File: config.mk
export PLATFORM = sky130hd
export DESIGN_NAME = seg_scan_decoder
export DESIGN_NICKNAME = d
export VERILOG_FILES = /design/src/rtl/seg_scan_decoder.sv
export SDC_FILE = /design/constraint.sdc
export NUM_CORES = 1
export LEC_CHECK = 0
export CELL_PAD_IN_SITES_DETAIL_PLACEMENT = 1
export CELL_PAD_IN_SITES_GLOBAL_PLACEMENT = 2
export CORE_ASPECT_RATIO = 1.25
export CORE_MARGIN = 2
export CORE_UTILIZATION = 35
export DETAILED_ROUTE_END_ITERATION = 6
export GPL_TIMING_DRIVEN = 0
export PLACE_DENSITY = 0.83
export SLEW_MARGIN = 10
export SYNTH_ARGS = -nofsm -noshare
export SYNTH_HDL_FRONTEND = slang
export SYNTH_SLANG_ARGS = --single-unit
File: constraint.sdc
create_clock -name Clk -period 3.72 [get_ports Clk]
set_input_delay 0.372 -clock Clk [delete_from_list [all_inputs] [get_ports Clk]]
set_output_delay 0.372 -clock Clk [all_outputs]
set_load 0.02 [all_outputs]
File: src/rtl/seg_scan_decoder.sv
// seg_scan_decoder: reads back an 8-digit multiplexed 7-segment scan bus.
// It waits for each digit to settle, then decodes it to a hex nibble. It
// assembles complete frames and flags illegal or undecodable digits.
module seg_scan_decoder #(
  parameter int STABLE_CNT    = 16,
  parameter int SEL_ACT_LOW   = 1,
  parameter int SEG_ACT_LOW   = 1,
  parameter int FRAME_TIMEOUT = 1_000_000
) (
  input  logic        Clk,
  input  logic        Reset,
  input  logic [7:0]  SEL,
  input  logic [7:0]  SEG,
  output logic [31:0] Digits,
  output logic [7:0]  Dp,
  output logic [7:0]  Blank,
  output logic        Frame_valid,
  output logic        Seg_err,
  output logic        Stale,
  output logic [7:0]  Err_cnt
);

  localparam int SCW = (STABLE_CNT > 2) ? $clog2(STABLE_CNT) : 1;
  localparam logic [SCW-1:0] SC_MAX = SCW'(STABLE_CNT - 1);
  localparam int TOW = $clog2(FRAME_TIMEOUT + 1);
  localparam logic [TOW-1:0] TO_MAX = TOW'(FRAME_TIMEOUT);
  // Sampler reset value is the idle (nothing selected, all segments off) bus level.
  localparam logic [7:0] SEL_IDLE = (SEL_ACT_LOW != 0) ? 8'hFF : 8'h00;
  localparam logic [7:0] SEG_IDLE = (SEG_ACT_LOW != 0) ? 8'hFF : 8'h00;

  logic [7:0]     sel_s1, sel_s2, seg_s1, seg_s2;
  logic [7:0]     sel_n, seg_n;
  logic [15:0]    cur_bus, prev_bus;
  logic [SCW-1:0] stab_cnt;
  logic           committed;
  logic [7:0]     seen;
  logic [TOW-1:0] to_cnt;

  logic           commit;
  logic [7:0]     c_sel, c_seg;
  logic           onehot;
  logic [2:0]     idx;
  logic [4:0]     dec;
  logic           is_blank;
  logic           legal;
  logic           err_set;
  logic           frame_set;

  // Map active-high gfedcba to {valid, nibble}.
  function automatic logic [4:0] decode_seg(input logic [6:0] p);
    logic [4:0] r;
    r = 5'h00;
    case (p)
      7'h3F: r = 5'h10;
      7'h06: r = 5'h11;
      7'h5B: r = 5'h12;
      7'h4F: r = 5'h13;
      7'h66: r = 5'h14;
      7'h6D: r = 5'h15;
      7'h7D: r = 5'h16;
      7'h07: r = 5'h17;
      7'h7F: r = 5'h18;
      7'h6F: r = 5'h19;
      7'h77: r = 5'h1A;
      7'h7C: r = 5'h1B;
      7'h39: r = 5'h1C;
      7'h5E: r = 5'h1D;
      7'h79: r = 5'h1E;
      7'h71: r = 5'h1F;
      default: r = 5'h00;
    endcase
    return r;
  endfunction

  assign sel_n   = (SEL_ACT_LOW != 0) ? ~sel_s2 : sel_s2;
  assign seg_n   = (SEG_ACT_LOW != 0) ? ~seg_s2 : seg_s2;
  assign cur_bus = {sel_n, seg_n};
  assign Stale   = (to_cnt == TO_MAX);

  // Two-flop sampler on the asynchronous scan bus.
  always_ff @(posedge Clk) begin
    if (Reset) begin
      sel_s1 <= SEL_IDLE;
      sel_s2 <= SEL_IDLE;
      seg_s1 <= SEG_IDLE;
      seg_s2 <= SEG_IDLE;
    end else begin
      sel_s1 <= SEL;
      sel_s2 <= sel_s1;
      seg_s1 <= SEG;
      seg_s2 <= seg_s1;
    end
  end

  // Stability tracking. prev_bus holds the value being timed. The commit
  // uses it so that a change arriving on the commit cycle cannot corrupt
  // the digit.
  always_ff @(posedge Clk) begin
    if (Reset) begin
      prev_bus  <= '0;
      stab_cnt  <= '0;
      committed <= 1'b0;
    end else begin
      prev_bus <= cur_bus;
      if (cur_bus != prev_bus) begin
        stab_cnt  <= '0;
        committed <= 1'b0;
      end else begin
        if (stab_cnt != SC_MAX) stab_cnt <= stab_cnt + SCW'(1);
        if (commit) committed <= 1'b1;
      end
    end
  end

  // Commit classification: blanking gap, multi-hot select, decodable or blank digit.
  always_comb begin
    commit    = (stab_cnt == SC_MAX) && !committed;
    c_sel     = prev_bus[15:8];
    c_seg     = prev_bus[7:0];
    onehot    = (c_sel != 8'h00) && ((c_sel & (c_sel - 8'h01)) == 8'h00);
    idx       = 3'd0;
    for (int i = 0; i < 8; i++) begin
      if (c_sel[i]) idx = 3'(i);
    end
    dec       = decode_seg(c_seg[6:0]);
    is_blank  = (c_seg[6:0] == 7'h00);
    legal     = commit && onehot && (dec[4] || is_blank);
    err_set   = commit && (c_sel != 8'h00) && !(onehot && (dec[4] || is_blank));
    frame_set = legal && ((seen | c_sel) == 8'hFF);
  end

  // Digit, blank, decimal-point, frame and error bookkeeping.
  always_ff @(posedge Clk) begin
    if (Reset) begin
      Digits      <= '0;
      Dp          <= '0;
      Blank       <= 8'hFF;
      seen        <= '0;
      Frame_valid <= 1'b0;
      Seg_err     <= 1'b0;
      Err_cnt     <= '0;
    end else begin
      Frame_valid <= frame_set;
      Seg_err     <= err_set;
      if (err_set && (Err_cnt != 8'hFF)) Err_cnt <= Err_cnt + 8'd1;
      if (commit && onehot) Dp[idx] <= c_seg[7];
      if (legal) begin
        if (dec[4]) begin
          Digits[4*idx +: 4] <= dec[3:0];
          Blank[idx]         <= 1'b0;
        end else begin
          Blank[idx] <= 1'b1;
        end
        seen <= frame_set ? 8'h00 : (seen | c_sel);
      end
    end
  end

  // Frame timeout. It clears on the same edge that raises Frame_valid, so
  // Stale is already low in the pulse cycle.
  always_ff @(posedge Clk) begin
    if (Reset) begin
      to_cnt <= '0;
    end else if (frame_set) begin
      to_cnt <= '0;
    end else if (to_cnt != TO_MAX) begin
      to_cnt <= to_cnt + TOW'(1);
    end
  end

endmodule

==> results_tabular.tex <==
\begin{tabular}{lr}
\hline
Metric & Value \\
\hline
\multicolumn{2}{l}{\textbf{Synth}} \\
Area share of the leading cell type in the synthesized netlist & between 40\% and 50\% \\
Count of cell types in the netlist & 75 \\
Most used DFF post-synth & sky130\_fd\_sc\_hd\_\_dfxtp\_1 \\
Largest cells by area after synthesis & sky130\_fd\_sc\_hd\_\_dfxtp\_1 46\%, sky130\_fd\_sc\_hd\_\_mux2i\_1 7.1\%, sky130\_fd\_sc\_hd\_\_nor2\_1 6.0\%, sky130\_fd\_sc\_hd\_\_xor2\_1 4.1\%, sky130\_fd\_sc\_hd\_\_or2\_2 3.5\% \\
Average instance area after synthesis & around 9.6 um2 \\
Synthesized cell area & 6050 um2 \\
Number of warnings printed during yosys synthesis & 0 \\
Cell count after synthesis & about 630 \\
EDFF count, synth & 0 \\
Count of state elements after synthesis & $\sim$140 \\
Sequential area share after synthesis & 46.0\% \\
Cell taking the most area after synthesis & sky130\_fd\_sc\_hd\_\_dfxtp\_1 \\
Mapped Nets & 656 \\
Asr flop ratio synth & 0\% \\
\multicolumn{2}{l}{\textbf{Power and ir drop}} \\
Reg power frac & $\sim$44\% \\
Cell area power density & around 460 nW/um2 \\
Combinational share of power & under 10\% \\
Static Leakage & 3.01 nW \\
Fraction of power spent switching nets & between 20 and 25\% \\
Relative contribution of the clock network to total power & between 50\% and 60\% \\
P\_int & about 2.7 mW \\
Net switching power & 0.793 mW \\
IR drop worst, VDD & approximately 0.0003 V \\
\multicolumn{2}{l}{\textbf{Clock network}} \\
Worst skew pair latency & around 420 ps \\
Clock tree root driver cell & sky130\_fd\_sc\_hd\_\_clkbuf\_16 \\
Number of levels in the clock H-tree & 4 \\
Number of clock sinks seen by CTS & 139 \\
Maximum buffer depth of the clock tree & 2 \\
Number of hold buffers added after cts & 0 \\
TritonCTS buffer count & 17 \\
Post-cts repair resize count & 0 \\
Clock tree from TritonCTS & built \\
Clock Pin Slew Worst Setup and Hold Paths & about 60 ps \\
\multicolumn{2}{l}{\textbf{Worst setup path}} \\
Count of cells along the worst register-to-register path & 14 \\
Critical Path AT & roughly 3700 ps \\
Reg-to-reg startpoint & prev\_bus[14]\$\_SDFF\_PP0\_ \\
Crit Path Max Fanout & 10 \\
Setup crit start kind & flip-flop \\
Crit path capture type & flip-flop \\
Critical Path Max Stage Delay & 390 ps \\
Critical path buffer and inverter count & 4 \\
Sequence of cells on the critical path & buf\_6 -> inv\_1 -> a21oi\_1 -> nand2\_1 -> inv\_1 -> ha\_1 -> ha\_1 -> or2b\_1 -> nor4\_1 -> nand4\_1 -> a2111oi\_4 -> buf\_4 -> mux2i\_1 -> nor2\_1 \\
Category of the critical setup timing path & flip-flop to flip-flop \\
Cell type group with the largest total delay on the critical path & simple AND/OR/NAND/NOR gates \\
CP max-delay cell & sky130\_fd\_sc\_hd\_\_a21oi\_1 \\
Worst setup endpoint & Digits[2]\$\_SDFFE\_PP0P\_ \\
Worst reg2reg setup slack & 340 ps \\
Launch point of the worst path & prev\_bus[14]\$\_SDFF\_PP0\_ \\
Depth of the critical timing path with buffers and inverters included & 14 \\
Endpoint of the worst register-to-register path & Digits[2]\$\_SDFFE\_PP0P\_ \\
Data required, critical path & around 4000 ps \\
\multicolumn{2}{l}{\textbf{Floorplan}} \\
Height of the chip & 151 um \\
X dimension of the die & about 120 um \\
Initial Utilization & a little over a third \\
Num rows & 53 \\
I/O pin count & slightly below 80 \\
Die footprint & 18400 um2 \\
Standard cell core area & between 15000 and 20000 um2 \\
\multicolumn{2}{l}{\textbf{Timing}} \\
Normalized max-slew margin & 45.9\% \\
Clock skew & slightly below 6 ps \\
Number of hold violations in the final report & 0 \\
Part of the cycle the worst path needs & 91.0\% \\
RSZ-0062 raised after global routing & false \\
Final TNS setup & 0 ps \\
Final critical-path required period & between 3000 and 4000 ps \\
Setup Viol. Count Final & 0 \\
Transition time of the tightest slew-check pin & slightly above 800 ps \\
Post-route setup slack & about 340 ps \\
Max Transition Viols Final & 0 \\
Hold Worst Slack & $\sim$410 ps \\
Max Fclk & 295 MHz \\
\multicolumn{2}{l}{\textbf{GRT}} \\
Pin count of the biggest net entering global routing & 17 \\
Total GRT Usage & 18.4\% \\
Global-route congestion overflow total & 0 \\
Wire length of the first global-routing pass & around 26000 um \\
Number of antenna violations at the first check in global routing & 0 \\
Vias in the first global route & 5188 \\
\multicolumn{2}{l}{\textbf{Min path}} \\
Cells on Worst Hold Path & 1 \\
Min-delay worst type & flip-flop to flip-flop \\
\multicolumn{2}{l}{\textbf{Placed design}} \\
Routability Congestion & a little under 0.8 \\
Pre-CTS setup slack & just under 200 ps \\
Detailed placement HPWL & between 10000 and 15000 um \\
Count of input and output buffers & 75 \\
\multicolumn{2}{l}{\textbf{Routing}} \\
Initial DRC count & between 150 and 200 \\
Routed via count & slightly below 5000 \\
First-pass iteration count of the detailed router & 4 \\
Remaining design rule violation count & 0 \\
Average wire length per cell after detail routing & between 15 and 20 um \\
Average vias per placed instance & between 5 and 6 \\
Overall routed net length & 15900 um \\
Post-route antenna net violation count & 0 \\
\multicolumn{2}{l}{\textbf{Finish}} \\
Fin util & 45.8\% \\
NumNets Final & 751 \\
Count of filler cells inserted in the layout & about 1900 \\
Share of cells above drive strength 1 & between 10\% and 20\% \\
Number of inserted diodes & 0 \\
Layout-stage area growth over the synthesis result & 27.4\% \\
\multicolumn{2}{l}{\textbf{Status}} \\
Outcome & finished clean \\
\multicolumn{2}{l}{\textbf{Flow run}} \\
Maximum capacitance violations & 0 \\
\hline
\end{tabular}
==> flip-flops by register name (all words and copies together), names as in the netlist, named ones only <==
register     flops
Digits          32
Err_cnt          8
Frame_valid      1
prev_bus        16
seg_s2           8
committed        1
sel_s2           8
to_cnt          20
seen             8
sel_s1           8
seg_s1           8
Seg_err          1
Dp               8
stab_cnt         4
==> metrics by stage <==
stage | cell area, um2 | power [mW] | instances
after floorplan | 6050 | 1.69 | 631
after detailed placement | 7080 | 1.75 | 926
final | 7710 | 3.51 | 959
after CTS | 7700 | 3.56 | 958
after global placement | 7080 | 1.75 | 926
after global routing | 7710 | 3.64 | 959
==> layout make-up <==
class | count | area (um2) | area share [%]
Multi-Input combinational cell | 444 | 2950 | 38.3
Sequential cell | 139 | 2780 | 36.1
Timing Repair Buffer | 76 | 758 | 9.84
Clock buffer | 18 | 429 | 5.57
Tap cell | 220 | 275 | 3.57
Buffer | 37 | 274 | 3.56
Clock inverter | 14 | 194 | 2.52
Inverter | 11 | 41.3 | 0.536
==> placed cells by master, fill, tap and decap left out, types with 9 or more instances in the layout <==
cell type / netlist / routed
sky130_fd_sc_hd__nor2_1: 96 / 96
sky130_fd_sc_hd__or2_2: 34 / 34
sky130_fd_sc_hd__inv_1: 11 / 11
sky130_fd_sc_hd__clkbuf_16: 0 / 17
sky130_fd_sc_hd__nand4_1: 9 / 9
sky130_fd_sc_hd__and3_1: 9 / 9
sky130_fd_sc_hd__clkbuf_1: 13 / 14
sky130_fd_sc_hd__nor3_1: 10 / 10
sky130_fd_sc_hd__mux2i_1: 43 / 43
sky130_fd_sc_hd__nand3_1: 26 / 26
sky130_fd_sc_hd__nand2_1: 33 / 33
sky130_fd_sc_hd__a21oi_1: 20 / 20
sky130_fd_sc_hd__dfxtp_1: 139 / 139
sky130_fd_sc_hd__clkdlybuf4s50_1: 0 / 75
sky130_fd_sc_hd__xor2_1: 28 / 28
==> worst min path at each step <==
stage,startpoint,endpoint,slack (ps)
after global placement,seg_s1[3]$_SDFF_PP1_,seg_s2[3]$_SDFF_PP1_,390
after floorplan,seg_s1[0]$_SDFF_PP1_,seg_s2[0]$_SDFF_PP1_,390
after detailed placement,seg_s1[1]$_SDFF_PP1_,seg_s2[1]$_SDFF_PP1_,400
final,seg_s1[6]$_SDFF_PP1_,seg_s2[6]$_SDFF_PP1_,410
after global routing,seg_s1[6]$_SDFF_PP1_,seg_s2[6]$_SDFF_PP1_,420
after CTS,seg_s1[6]$_SDFF_PP1_,seg_s2[6]$_SDFF_PP1_,410
==> metal layers <==
layer | GRT usage [%] | up-vias | routed length (um)
li1 | - | 2389 | -
met1 | 20.4 | 2388 | 6570
met2 | 34.4 | 88 | 8560
met3 | 3.54 | 18 | 487
met4 | 7.13 | 0 | 281
met5 | 0 | - | 0
==> Yosys cell counts (all sizes together) (4+ instances only) <==
cell type  instances
o21ai              9
clkbuf            17
buf               18
mux2i             43
nor2              96
a21oi             21
nand3             26
or2               34
and3              12
inv               11
and2               4
a211oi             9
nand2             33
ha                 7
a21boi             4
nand4              9
nor3              11
or4                6
o2111ai            6
nor2b              7
nor4               7
o31ai              4
xor2              28
xnor2              8
o22ai              5
a31oi              6
and4               4
nand4b             5
dfxtp            139
==> repair_timing <==
item                                    CTS  global route
buffers inserted                          0             1
endpoints found under the setup margin    0             4
hold endpoints to repair                  0             0
==> cell families (layout without fill, tap and decap cells) <==
family	after synthesis	after routing	synth area share (%)
AND/OR/NAND/NOR	274	274	24.0
flip-flops	139	139	46.0
XOR/XNOR	36	36	5.21
buffers and inverters	48	156	5.21
multiplexers	46	46	7.67
AO/OA/AOI/OAI	80	80	10.3
adder cells (fa/ha/maj)	8	8	1.63
==> power by group through the flow <==
stage,registers [mW],logic (mW),clock network [mW]
after floorplan,1.56,0.132,0
after global placement,1.56,0.189,0
after detailed placement,1.56,0.195,0
after CTS,1.53,0.196,1.84
after global routing,1.53,0.214,1.90
final,1.53,0.194,1.79
No activity file was read; power rests on OpenSTA's default activity.
